### src/rtl/dsi_lane_gen2.sv
// rtl/dsi_lane_gen2.sv - second-generation D-PHY lane controller (HS burst + LP escape/ULPS)
// Ports:
//   clk, rst_n                  byte clock, synchronous active-low reset
//   lines_enable                lane powered/enabled
//   mode_lp, esc_cmd            burst type / escape command, sampled with start_rqst
//   start_rqst, fin_rqst        start a burst / mark the accepted beat as last
//   ulps_exit_rqst              leave ULPS
//   inp_data, data_rqst         pull-style payload (LP uses [7:0])
//   *_val, ulps_wakeup_val      timeouts in clk cycles (0 behaves as 1)
//   hs_output, hs_enable        HS word and driver enable
//   lp_p, lp_n, lp_lines_enable LP line levels and driver enable
//   active, lane_ready, in_ulps status
module dsi_lane_gen2 #(
  parameter int MODE   = 0,
  parameter int BYTES  = 1,
  parameter int TMR_W  = 8,
  parameter int WAKE_W = 16
) (
  input  logic                 clk,
  input  logic                 rst_n,
  input  logic                 lines_enable,
  input  logic                 mode_lp,
  input  logic                 esc_cmd,
  input  logic                 start_rqst,
  input  logic                 fin_rqst,
  input  logic                 ulps_exit_rqst,
  input  logic [8*BYTES-1:0]   inp_data,
  output logic                 data_rqst,
  input  logic [TMR_W-1:0]     tlpx_val,
  input  logic [TMR_W-1:0]     hs_prepare_val,
  input  logic [TMR_W-1:0]     hs_zero_val,
  input  logic [TMR_W-1:0]     hs_trail_val,
  input  logic [TMR_W-1:0]     hs_exit_val,
  input  logic [TMR_W-1:0]     lp_baud_val,
  input  logic [WAKE_W-1:0]    ulps_wakeup_val,
  output logic [8*BYTES-1:0]   hs_output,
  output logic                 hs_enable,
  output logic                 lp_p,
  output logic                 lp_n,
  output logic                 lp_lines_enable,
  output logic                 active,
  output logic                 lane_ready,
  output logic                 in_ulps
);
  localparam int W  = 8 * BYTES;
  localparam int CW = (WAKE_W > TMR_W) ? WAKE_W : TMR_W;

  typedef enum logic [3:0] {
    S_DISABLED, S_INIT, S_IDLE, S_HS_RQST, S_HS_PREP, S_HS_ZERO, S_HS_SYNC, S_HS_DATA,
    S_HS_TRAIL, S_HS_EXIT, S_ESC_SEQ, S_ESC_CMD, S_LP_DATA, S_ESC_MARK, S_ULPS, S_ULPS_WAKE
  } state_t;

  // Counters load val-1 so a state lasts val cycles; 0 is clamped to 1 cycle.
  function automatic logic [CW-1:0] ld_t(input logic [TMR_W-1:0] v);
    ld_t = (v == '0) ? '0 : CW'(v - TMR_W'(1));
  endfunction

  function automatic logic [CW-1:0] ld_w(input logic [WAKE_W-1:0] v);
    ld_w = (v == '0) ? '0 : CW'(v - WAKE_W'(1));
  endfunction

  state_t          state, nxt_state;
  logic [CW-1:0]   cnt, nxt_cnt, per, nxt_per;
  logic [1:0]      sub, nxt_sub;
  logic [2:0]      bit_i, nxt_bit;
  logic            half, nxt_half;
  logic [7:0]      sh, nxt_sh;
  logic            fin_lp, nxt_fin_lp, fin_seen, nxt_fin_seen;
  logic            esc_ulps, nxt_ulps, last_msb, nxt_last_msb;
  logic            tmo;

  // Next-state logic. `per` holds the reload value for the ESC_SEQ phases
  // (tlpx) and later for the spaced-one-hot half-symbols (baud).
  always_comb begin
    nxt_state = state;     nxt_cnt = cnt;       nxt_per = per;
    nxt_sub = sub;         nxt_bit = bit_i;     nxt_half = half;
    nxt_sh = sh;           nxt_fin_lp = fin_lp; nxt_fin_seen = fin_seen;
    nxt_ulps = esc_ulps;   nxt_last_msb = last_msb;
    tmo = (cnt == '0);
    case (state)
      S_DISABLED: if (lines_enable) begin nxt_state = S_INIT; nxt_cnt = ld_t(tlpx_val); end
      S_INIT:     if (tmo) nxt_state = S_IDLE; else nxt_cnt = cnt - CW'(1);
      S_IDLE: begin
        if (!lines_enable) nxt_state = S_DISABLED;
        else if (start_rqst) begin
          nxt_cnt = ld_t(tlpx_val);
          if (MODE == 1 || !mode_lp) nxt_state = S_HS_RQST;
          else begin
            nxt_state = S_ESC_SEQ; nxt_per = ld_t(tlpx_val); nxt_sub = 2'd0; nxt_ulps = esc_cmd;
          end
        end
      end
      S_HS_RQST: if (tmo) begin nxt_state = S_HS_PREP; nxt_cnt = ld_t(hs_prepare_val); end
                 else nxt_cnt = cnt - CW'(1);
      S_HS_PREP: if (tmo) begin nxt_state = S_HS_ZERO; nxt_cnt = ld_t(hs_zero_val); end
                 else nxt_cnt = cnt - CW'(1);
      S_HS_ZERO: begin
        if (!tmo) nxt_cnt = cnt - CW'(1);
        else if (MODE == 1) begin nxt_state = S_HS_DATA; nxt_fin_seen = 1'b0; nxt_last_msb = 1'b1; end
        else nxt_state = S_HS_SYNC;
      end
      S_HS_SYNC: begin
        nxt_state = S_HS_DATA; nxt_fin_seen = fin_rqst; nxt_last_msb = inp_data[W-1];
      end
      S_HS_DATA: begin
        // MODE=0: after the fin beat is accepted, one more cycle shows it before the trail.
        if (MODE == 1 ? fin_rqst : fin_seen) begin
          nxt_state = S_HS_TRAIL; nxt_cnt = ld_t(hs_trail_val);
        end else if (MODE == 0) begin
          nxt_fin_seen = fin_rqst; nxt_last_msb = inp_data[W-1];
        end
      end
      S_HS_TRAIL: if (tmo) begin nxt_state = S_HS_EXIT; nxt_cnt = ld_t(hs_exit_val); end
                  else nxt_cnt = cnt - CW'(1);
      S_HS_EXIT:  if (tmo) nxt_state = S_IDLE; else nxt_cnt = cnt - CW'(1);
      S_ESC_SEQ: begin
        if (!tmo) nxt_cnt = cnt - CW'(1);
        else if (sub != 2'd3) begin nxt_sub = sub + 2'd1; nxt_cnt = per; end
        else begin
          nxt_state = S_ESC_CMD; nxt_per = ld_t(lp_baud_val); nxt_cnt = ld_t(lp_baud_val);
          nxt_bit = 3'd0; nxt_half = 1'b0;
        end
      end
      S_ESC_CMD, S_LP_DATA: begin
        if (!tmo) nxt_cnt = cnt - CW'(1);
        else if (!half) begin nxt_half = 1'b1; nxt_cnt = per; end
        else if (bit_i != 3'd7) begin nxt_bit = bit_i + 3'd1; nxt_half = 1'b0; nxt_cnt = per; end
        else if (state == S_ESC_CMD && esc_ulps) nxt_state = S_ULPS;
        else if (state == S_LP_DATA && fin_lp) begin
          nxt_state = S_ESC_MARK; nxt_cnt = ld_t(tlpx_val);
        end else begin
          nxt_state = S_LP_DATA; nxt_sh = inp_data[7:0]; nxt_fin_lp = fin_rqst;
          nxt_bit = 3'd0; nxt_half = 1'b0; nxt_cnt = per;
        end
      end
      S_ESC_MARK: if (tmo) nxt_state = S_IDLE; else nxt_cnt = cnt - CW'(1);
      S_ULPS: begin
        if (!lines_enable) nxt_state = S_DISABLED;
        else if (ulps_exit_rqst) begin nxt_state = S_ULPS_WAKE; nxt_cnt = ld_w(ulps_wakeup_val); end
      end
      S_ULPS_WAKE: if (tmo) begin nxt_state = S_INIT; nxt_cnt = ld_t(tlpx_val); end
                   else nxt_cnt = cnt - CW'(1);
      default: nxt_state = S_DISABLED;
    endcase
  end

  // Output decode from the next-state values so every output is registered
  // and changes on the same edge as the state.
  logic [1:0]   o_lp;
  logic         o_lpen, o_hsen, o_dr, o_bit, o_sym_last;
  logic [W-1:0] o_hs;
  logic [7:0]   o_cmd;

  always_comb begin
    o_lp = 2'b00; o_lpen = 1'b1; o_hsen = 1'b0; o_hs = '0; o_dr = 1'b0;
    o_cmd = nxt_ulps ? 8'h1E : 8'hE1;
    o_bit = (nxt_state == S_ESC_CMD) ? o_cmd[3'd7 - nxt_bit] : nxt_sh[nxt_bit];
    o_sym_last = nxt_half && (nxt_bit == 3'd7) && (nxt_cnt == '0);
    case (nxt_state)
      S_DISABLED: o_lpen = 1'b0;
      S_INIT, S_IDLE, S_HS_EXIT: o_lp = 2'b11;
      S_HS_RQST: o_lp = 2'b01;
      S_HS_ZERO: begin o_lpen = 1'b0; o_hsen = 1'b1; end
      S_HS_SYNC: begin o_lpen = 1'b0; o_hsen = 1'b1; o_hs[W-1 -: 8] = 8'hB8; o_dr = 1'b1; end
      S_HS_DATA: begin
        o_lpen = 1'b0; o_hsen = 1'b1;
        o_hs   = (MODE == 1) ? {BYTES{8'hAA}} : inp_data;
        o_dr   = (MODE == 0) && !nxt_fin_seen;
      end
      S_HS_TRAIL: begin o_lpen = 1'b0; o_hsen = 1'b1; o_hs = {W{~nxt_last_msb}}; end
      S_ESC_SEQ: o_lp = (nxt_sub == 2'd0) ? 2'b10 : (nxt_sub == 2'd2) ? 2'b01 : 2'b00;
      S_ESC_CMD, S_LP_DATA: begin
        o_lp = nxt_half ? 2'b00 : (o_bit ? 2'b10 : 2'b01);
        o_dr = o_sym_last && ((nxt_state == S_ESC_CMD) ? !nxt_ulps : !nxt_fin_lp);
      end
      S_ESC_MARK, S_ULPS_WAKE: o_lp = 2'b10;
      default: o_lp = 2'b00;
    endcase
  end

  always_ff @(posedge clk) begin
    if (!rst_n) begin
      state <= S_DISABLED; cnt <= '0; per <= '0; sub <= '0; bit_i <= '0; half <= 1'b0;
      sh <= '0; fin_lp <= 1'b0; fin_seen <= 1'b0; esc_ulps <= 1'b0; last_msb <= 1'b0;
      hs_output <= '0; hs_enable <= 1'b0; lp_p <= 1'b0; lp_n <= 1'b0; lp_lines_enable <= 1'b0;
      data_rqst <= 1'b0; active <= 1'b0; lane_ready <= 1'b0; in_ulps <= 1'b0;
    end else begin
      state <= nxt_state; cnt <= nxt_cnt; per <= nxt_per; sub <= nxt_sub; bit_i <= nxt_bit;
      half <= nxt_half; sh <= nxt_sh; fin_lp <= nxt_fin_lp; fin_seen <= nxt_fin_seen;
      esc_ulps <= nxt_ulps; last_msb <= nxt_last_msb;
      hs_output <= o_hs; hs_enable <= o_hsen; {lp_p, lp_n} <= o_lp; lp_lines_enable <= o_lpen;
      data_rqst <= o_dr;
      active     <= (nxt_state == S_HS_DATA) || (nxt_state == S_LP_DATA);
      lane_ready <= (nxt_state == S_IDLE);
      in_ulps    <= (nxt_state == S_ULPS);
    end
  end
endmodule

### config.mk
export PLATFORM = sky130hd
export DESIGN_NAME = dsi_lane_gen2
export DESIGN_NICKNAME = d
export VERILOG_FILES = /design/src/rtl/dsi_lane_gen2.sv
export SDC_FILE = /design/constraint.sdc
export NUM_CORES = 1
export LEC_CHECK = 0
export CORE_MARGIN = 2
export CORE_UTILIZATION = 55
export DETAILED_ROUTE_END_ITERATION = 6
export HOLD_SLACK_MARGIN = 0.03
export PLACE_DENSITY_LB_ADDON = 0.3
export SYNTH_ARGS = -nofsm -noshare
export SYNTH_HDL_FRONTEND = slang
export SYNTH_SLANG_ARGS = --single-unit
### constraint.sdc
create_clock -name clk -period 8.1 [get_ports clk]
set_input_delay 1.62 -clock clk [delete_from_list [all_inputs] [get_ports clk]]
set_output_delay 1.62 -clock clk [all_outputs]
set_load 0.01 [all_outputs]
* Word-level counts from Yosys, hierarchy flattened
Index checks and enable logic that the tools add are counted.
** Storage, ports and cells
- Register bits after elaboration :: 70
- Bits in latches :: 0
- Memory bits (writable) :: 0
- Memory bits (read-only) :: 0
- Input port bits :: 80
- Output and inout port bits :: 16
- Logic and storage cells :: 212
- Memories :: 0
** Cells by class
- Add/subtract/negate cells :: 11
- Multiply operators :: 0
- Div/mod/pow operators :: 0
- Order comparisons :: 2
- Eq/ne operators :: 37
- Shift-type cells :: 0
- Multiplexer cells :: 110
- Bitwise gates (word level) :: 1
- Reduce and logical (&&, ||, !) cells :: 31
** Operators with widths (count)
- 16-bit 2-to-1 mux :: 29
- 16-bit case mux with 11 select lines :: 1
- 4-bit 2-to-1 mux :: 18
- 4-bit == test (second input constant) :: 16
- 8-bit 2-to-1 mux :: 7
- 8-bit by 1-bit subtractor with 9-bit output (second input constant) :: 6
- 4-bit case mux with 13 select lines :: 1
- 16-bit logical NOT :: 3
- 8-bit logical NOT :: 6
- 16-bit case mux with 2 select lines :: 1
- 16-bit by 1-bit subtractor with 16-bit output (second input constant) :: 2
- 4-bit by 3-bit == test with 1-bit output (second input constant) :: 7
- 1-bit 2-to-1 mux :: 27
- 8-bit case mux with 3 select lines :: 1
- 3-bit 2-to-1 mux :: 7
- 2-bit 2-to-1 mux :: 9
- 4-bit by 2-bit == test with 1-bit output (second input constant) :: 4
- 2-bit inequality test (second input constant) :: 5
- 2-bit case mux with 5 select lines :: 1
- 4-bit by 1-bit == test with 1-bit output (second input constant) :: 2
- 4-bit logical NOT :: 2
- 3-bit by 4-bit < comparator with 1-bit output (second input constant) :: 2
- 4-bit OR reduction :: 2
- 1-bit binary-select mux with 3-bit select :: 2
- other kinds (20) :: 31

* Longest topological paths before layout
Gate-level depths: netlist (run 1).
- Depth in word-level cells :: 15
- Mapped depth :: 14

* Worst setup path before layout (run 1)
Ideal clock, no wire load.
- Path type :: input to register
- Start :: input tlpx_val[0]
- End :: register data_rqst
- Setup time :: 0.087 ns
- Data arrival time :: 3.966 ns
- Required time :: 8.013 ns
- Setup slack :: 4.047 ns
- Stages :: 12
- Buffers on the path :: 1
- Cells stage by stage :: inv_1 -> ha_1 -> nor3b_2 -> and2_1 -> buf_2 -> nor2_1 -> a22o_1 -> nor4b_2 -> a21oi_1 -> a2bb2oi_1 -> or4_1 -> o31ai_1
** Between the ends
- Word-level cells in the longest chain between the ends :: 12
- Elaborated cells on any way between the ends :: 17
- Classes of those cells :: add/sub (1); mux (12); reduce/logical (4)
** RTL lines
- from (decl) :: RTL line 29 : input logic [TMR_W-1:0] tlpx_val,
- 8-bit by 1-bit subtractor with 9-bit output or 8-bit logical NOT (tied branches) :: RTL line 55 : ld_t = (v == '0) ? '0 : CW'(v - TMR_W'(1));
- 16-bit 2-to-1 mux * :: RTL line 55
- 16-bit 2-to-1 mux :: RTL line 129 : else if (state == S_LP_DATA && fin_lp) begin
- 16-bit 2-to-1 mux :: RTL line 128 : else if (state == S_ESC_CMD && esc_ulps) nxt_state = S_ULPS;
- 16-bit 2-to-1 mux :: RTL line 127 : else if (bit_i != 3'd7) begin nxt_bit = bit_i + 3'd1; nxt_half = 1'b0; nxt_cnt = per; end
- 16-bit 2-to-1 mux :: RTL line 126 : else if (!half) begin nxt_half = 1'b1; nxt_cnt = per; end
- 16-bit 2-to-1 mux :: RTL line 125 : if (!tmo) nxt_cnt = cnt - CW'(1);
- 16-bit case mux with 11 select lines * :: RTL line 80 : case (state)
- 16-bit logical NOT * :: RTL line 158 : o_sym_last = nxt_half && (nxt_bit == 3'd7) && (nxt_cnt == '0);
- 1-bit logical AND * :: RTL line 158
- 1-bit logical AND * :: RTL line 174 : o_dr = o_sym_last && ((nxt_state == S_ESC_CMD) ? !nxt_ulps : !nxt_fin_lp);
- 1-bit case mux with 3 select lines * :: RTL line 159 : case (nxt_state)
- to (signal assigned) :: RTL line 192 : data_rqst <= o_dr;
- to (decl) :: RTL line 28 : output logic data_rqst,
Mark *: on every way between the ends. The rest lies on a longest branch, timed or not.
A chain may end at the register's enable or synchronous reset.

* Final worst setup path (run 1)
Same ends and word-level chain as after synthesis.

==> run_results.csv, run 1 <==
group,metric,value,unit
job,drv_cap,0,
min_path,hold_end,"sh[3]$_SDFF_PN0_",
sta,min_period,4920,ps
die,die_w,111.8,um
worst_setup_path,reg2reg_to,"data_rqst$_SDFF_PN0_",
yosys,syn-cell-area,6386,sq um
worst_setup_path,arrival,5170,ps
die,dieArea,12490,sq um
route,drt_pre_antenna_iters,7,
clocking,cts.sinks,67,
clocking,post_cts_buffers,0,
sta,fmax,0.2033,GHz
yosys,seq_area_frac_synth,0.2100,
worst_setup_path,cp_data_required_time,8350,ps
route,wl_met3,2775,um
sta,post-route-period-util,0.6074,
clocking,ctsResizeCount,0,
worst_setup_path,r2r_start,"cnt[0]$_SDFF_PN0_",
worst_setup_path,crit_fanout,9,
clocking,clk_latency,350,ps
layout,finalNetCount,1038,
place,place_ws,2959,ps
yosys,yosys_warnings,0,
worst_setup_path,criticalPathCategory,"in2reg",
route,m1WireLength,8979,um
layout,stdcell_count,1094,
place,dp_cells,1078,
status,outcome,"complete, no violations",
layout,area_delta_synth_final,19.00,%
layout,fill_cells,1016,
sta,timing.hold.ws,450.0,ps
worst_setup_path,worstSetupStartpointType,"input port",
clocking,cts_tree,"built",
place,gp_congestion,0.9939,
route,antenna_left,0,
clocking,htreeDepth,3,
grt,grt_use_total,0.3432,
clocking,clockBufferDepth,2,
sta,slew_headroom,0.3494,
yosys,ys_seq_elements,67,
yosys,synthCells,882,
grt,overflow,0,
power_and_ir_drop,peakVddDrop,0.2402,mV
sta,hold_viol,0,
grt,grt_max_degree,38,
yosys,syn_avg_cell_area,7.241,sq um
route,avgRoutedWirePerCell,20.25,um
place,io_buffers,95,
route,num_vias,7409,
clocking,clk_pin_slew,60,ps
min_path,holdPathStages,2,
sta,skew,10.86,ps
grt,grt_pass1_wl,34310,um
route,drc,0,
sta,final.setup.worst_slack,3180,ps
power_and_ir_drop,powerDensity,269.6,nW/um^2
place,hpwl,16570,um
layout,n_antenna_cell,0,
grt,first_global_vias,6631,
die,rows,39,
yosys,synthFlopType,"dfxtp_1",
min_path,hp-class,"reg2reg",
yosys,netlist-cell-type-count,100,
layout,ff_latch_area,1341,sq um
layout,multi_input_comb_area,4672,sq um
die,io_pins,96,
yosys,synth-edff-count,0,
die,die_y,111.8,um
worst_setup_path,critPathCaptureType,"register",
worst_setup_path,rr_worst_depth,11,
route,drt-initial-drc-count,1014,
sta,setup_viol,0,
yosys,async_flop_share,0,
grt,antenna_found_initial,0,
route,vias_per_cell,6.772,
route,met2_length,9479,um
yosys,syn-num-nets,974,
clocking,numCtsBuffers,9,
sta,setup_tns,0,ps
sta,worst_pin_slew,974.5,ps
power_and_ir_drop,p_leak,2.683,nW
route,highest_layer,"met4",
clocking,cts-root-buf,"clkbuf_16",
sta,rsz0062_at_grt,"false",
sta,final_max_slew_viol_count,0,
clocking,cts_hold_buf,0,
min_path,worstHoldStart,"sh[3]$_SDFF_PN0_",
die,start_util,0.5617,
die,core-area,11370,sq um
layout,drive_gt1_frac,0.06835,
route,totalWireLength,22150,um
worst_setup_path,rrSetupSlack,4080,ps
[critical path, stage by stage]
cell             delay, ps
clkdlybuf4s50_1        520
inv_1                  140
ha_1                   210
nor3b_2                400
nand2b_1               190
o21ai_0                240
a211oi_1               440
nand4_1                230
o221ai_1               280
nand4_1                160
or4_1                  490
o31ai_1                240
[cells in the mapped netlist, types with 10 or more instances]
| cell | number | area [sq um] |
|---|---|---|
| nor2_1 | 109 | 409.1 |
| nand2_1 | 91 | 341.6 |
| a21oi_1 | 76 | 380.4 |
| dfxtp_1 | 67 | 1341 |
| o21ai_0 | 48 | 240.2 |
| nor3_1 | 28 | 140.1 |
| inv_1 | 27 | 101.4 |
| nand3_1 | 25 | 125.1 |
| nor4_1 | 25 | 156.4 |
| o22ai_1 | 24 | 150.1 |
| xnor2_1 | 21 | 183.9 |
| clkbuf_1 | 18 | 67.56 |
| o31ai_1 | 18 | 135.1 |
| and2_1 | 16 | 100.1 |
| or4_1 | 16 | 120.1 |
| buf_2 | 15 | 75.07 |
| mux2i_1 | 13 | 130.1 |
| ha_1 | 12 | 150.1 |
| or3_1 | 11 | 68.82 |
| a211oi_1 | 10 | 75.07 |
| nand4_1 | 10 | 62.56 |
[cell families after synthesis]
group                      count (synthesis)  synth area share
and+or+nand+nor                          410            0.3487
buffers and inverters                     76           0.05838
xor gates and xnor gates                  30           0.04115
muxes                                     15           0.02390
DFF                                       67            0.2100
adders and majority gates                 12           0.02351
AOI/OAI and AO/OA                        272            0.2943
[cell type report]
type	count	share of cell area
clock buffer	9	0.02963
clock inverter	7	0.01070
inverter	28	0.01383
multi-input combinational	739	0.6148
sequential	67	0.1765
tap	143	0.02354
timing repair buffer	101	0.1311
[flip-flops by register name, indices dropped and copies added, names as in the netlist, 2 cells and up, named ones only]
signal	flops
per	12
sh	8
hs_output	8
bit_i	3
state	4
sub	2
cnt	16
[metrics by stage]
step,power (mW),area (sq um),util
6_report,2.049,7600,0.6684
5_1_grt,2.147,7600,0.6684
2_1_floorplan,1.328,6386,-
4_1_cts,2.003,7600,0.6684
3_3_place_gp,1.574,7293,0.6415
3_5_place_dp,1.585,7293,0.6415
[metal layers]
metal	track usage	vias up
met5	0	-
met4	0.1432	0
met3	0.1132	81
met2	0.5253	489
met1	0.4448	3385
li1	-	3454
[report_power, final]
part	switching (mW)	internal, mW
logic	0.722	0.442
registers	0.0943	0.373
clock network	0.174	0.243
[cells in the final DEF, fill, tap and decap left out, types with 5 or more instances in the layout]
cell / n
nor4_1: 25
or3_1: 11
and3_1: 5
or4_1: 16
ha_1: 12
nand4_1: 10
o21ai_0: 48
inv_1: 27
o31ai_1: 18
buf_4: 6
nand2b_1: 9
xnor2_1: 21
or2_2: 5
xor2_1: 9
a31oi_1: 6
nand3b_1: 6
a21oi_1: 76
mux2i_1: 13
clkbuf_16: 9
o21a_1: 7
nor4b_1: 9
a211oi_1: 10
nor2_1: 109
nand3_1: 25
nor2b_1: 7
nand2_1: 91
and2_1: 16
o22ai_1: 24
a211o_1: 7
clkdlybuf4s50_1: 95
dfxtp_1: 67
nor3_1: 28
o211ai_1: 6
[worst max-delay path by stage]
stage | to | from
floorplan | data_rqst$_SDFF_PN0_ | tlpx_val[0]
global placement | data_rqst$_SDFF_PN0_ | tlpx_val[0]
detailed placement | data_rqst$_SDFF_PN0_ | tlpx_val[0]
CTS | data_rqst$_SDFF_PN0_ | tlpx_val[0]
global route | data_rqst$_SDFF_PN0_ | tlpx_val[0]
finish | data_rqst$_SDFF_PN0_ | tlpx_val[0]
(Power assumes the default switching activity.)
==> run 2, diff against run 1 <==
==> constraint.sdc (replaced) <==
create_clock -name clk -period 5.1 [get_ports clk]
set_input_delay 1.02 -clock clk [delete_from_list [all_inputs] [get_ports clk]]
set_output_delay 1.02 -clock clk [all_outputs]
set_load 0.01 [all_outputs]
==> run 2 against run 1 <==
  * Clock skew fell by 0.61 ps
  * Sequential power rose by 60%
  * Sequential cell count did not move
  * Register-to-register slack got worse by 3000 ps
  * Sequential share of layout area fell by 0.12 points
  * Die area did not move
  * Global-route usage rose by 2.3 points
  * Largest power group unchanged
==> run_results.csv, run 2 (synthesis gave the netlist of run 1 again) <==
group,metric,value,unit
worst_setup_path,worstSetupStartpointType,"input port",
layout,n_antenna_cell,0,
sta,setup_viol,0,
sta,final.setup.worst_slack,865.8,ps
layout,area_delta_synth_final,19.85,%
layout,largest_registers,"cnt: 16 flops, per: 12 flops",
die,rows,39,
grt,overflow,0,
route,avgRoutedWirePerCell,20.80,um
route,drc,0,
clocking,cts-root-buf,"clkbuf_16",
sta,hold_viol,0,
worst_setup_path,critPathCapture,"data_rqst$_SDFF_PN0_",
worst_setup_path,reg2reg_to,"data_rqst$_SDFF_PN0_",
worst_setup_path,rrSetupSlack,1060,ps
worst_setup_path,cp_data_required_time,5350,ps
die,dieArea,12490,sq um
min_path,hp-class,"reg2reg",
place,place_ws,629.3,ps
layout,finalNetCount,1045,
clocking,numCtsBuffers,9,
worst_setup_path,rr_worst_depth,11,
layout,top_register,"cnt",
die,start_util,0.5617,
layout,final_common_cell,"nor2_1",
worst_setup_path,crit_fanout,9,
clocking,cts_tree,"built",
clocking,post_cts_buffers,0,
sta,worst_pin_slew,1032,ps
grt,first_global_vias,6929,
layout,largest_reg_flops,16,
clocking,clk_latency,350,ps
route,drt_pre_antenna_iters,6,
sta,slew_headroom,0.3048,
job,drv_cap,0,
sta,post-route-period-util,0.8302,
route,antenna_left,0,
place,io_buffers,95,
sta,rsz0062_at_grt,"false",
power_and_ir_drop,powerDensity,430.8,nW/um^2
route,vias_per_cell,6.788,
layout,ff_latch_area,1341,sq um
die,die_y,111.8,um
layout,fill_cells,987,
clocking,clk_pin_slew,60,ps
clocking,clockBufferDepth,2,
clocking,ctsResizeCount,0,
die,die_w,111.8,um
sta,final_max_slew_viol_count,0,
worst_setup_path,crit_path_start,"tlpx_val[0]",
sta,min_period,4234,ps
worst_setup_path,r2r_start,"cnt[0]$_SDFF_PN0_",
power_and_ir_drop,peakVddDrop,0.4330,mV
power_and_ir_drop,p_leak,2.715,nW
clocking,cts.sinks,67,
layout,mostFrequentLayoutCells,"109 x nor2_1, 95 x clkdlybuf4s50_1, 91 x nand2_1",
route,drt-initial-drc-count,1085,
layout,drive_gt1_frac,0.07516,
grt,grt_max_degree,38,
worst_setup_path,arrival,4490,ps
worst_setup_path,critPathCaptureType,"register",
clocking,cts_hold_buf,0,
die,core-area,11370,sq um
grt,grt_pass1_wl,36710,um
route,num_vias,7474,
place,hpwl,17380,um
sta,skew,10.26,ps
grt,antenna_found_initial,0,
layout,stdcell_count,1101,
status,outcome,"complete, no violations",
layout,multi_input_comb_area,4672,sq um
min_path,worstHoldStart,"sh[3]$_SDFF_PN0_",
place,dp_cells,1085,
clocking,htreeDepth,3,
sta,fmax,0.2362,GHz
worst_setup_path,criticalPathCategory,"in2reg",
die,io_pins,96,
route,totalWireLength,22910,um
sta,setup_tns,0,ps
place,gp_congestion,1.044,
grt,grt_use_total,0.3658,
==> run 2: changes by cell type in the layout (fill, tap and decap cells not counted) <==
cell        previous run  this run
inv_8                  0         1
clkinv_4               1         0
inv_6                  4         3
buf_4                  6        13
clkinvlp_4             1         2
==> run 2: routing by layer <==
metal	up-vias	wire length, um	GRT usage
met4	0	911	0.1383
met1	3396	9354	0.4978
met3	92	2806	0.09635
li1	3462	-	-
met2	524	9834	0.5560
met5	-	0	0
==> run 2: where the power goes <==
part	internal [mW]	leakage, nW	switching (mW)
Sequential	0.593	0.542	0.154
Clock	0.388	0.145	0.282
Combinational	0.717	2.03	1.16
Total	1.70	2.71	1.60
==> run 2: stage by stage <==
| stage | hold WS [ps] | cell area [sq um] | total power [mW] | utilization |
|---|---|---|---|---|
| detailed placement | 446.0 | 7346 | 2.542 | 0.6461 |
| CTS | 455.2 | 7654 | 3.225 | 0.6732 |
| global route | 478.6 | 7654 | 3.464 | 0.6732 |
| floorplan | 427.3 | 6386 | 2.109 | - |
| finish | 450.3 | 7654 | 3.297 | 0.6732 |
| global placement | 439.8 | 7346 | 2.531 | 0.6461 |
==> run 2: how the worst min path moves through the flow <==
stage	endpoint	slack, ps	cells past startpoint
5_1_grt	sh[3]$_SDFF_PN0_	480	2
3_5_place_dp	sh[6]$_SDFF_PN0_	450	2
4_1_cts	sh[3]$_SDFF_PN0_	460	2
6_report	sh[3]$_SDFF_PN0_	450	2
3_3_place_gp	sh[3]$_SDFF_PN0_	440	2
2_1_floorplan	sh[3]$_SDFF_PN0_	430	2
==> run 2: layout make-up <==
class / instances / share of cell area
multi-input cells: 739 / 0.6104
flip-flops and latches: 67 / 0.1752
clock buffers: 9 / 0.02943
well taps: 143 / 0.02338
repair buffers: 108 / 0.1370
inverters: 28 / 0.01373
clock inverters: 7 / 0.01079
==> run 2: critical path, stage by stage <==
cell and delay [ps]:
clkdlybuf4s50_1 530, inv_1 150, ha_1 200, nor3b_2 410, and2_1 370, nor2_1 140
inv_1 120, o21ai_0 100, o41ai_1 710, a2bb2oi_1 180, nand4b_1 280, o31ai_1 270
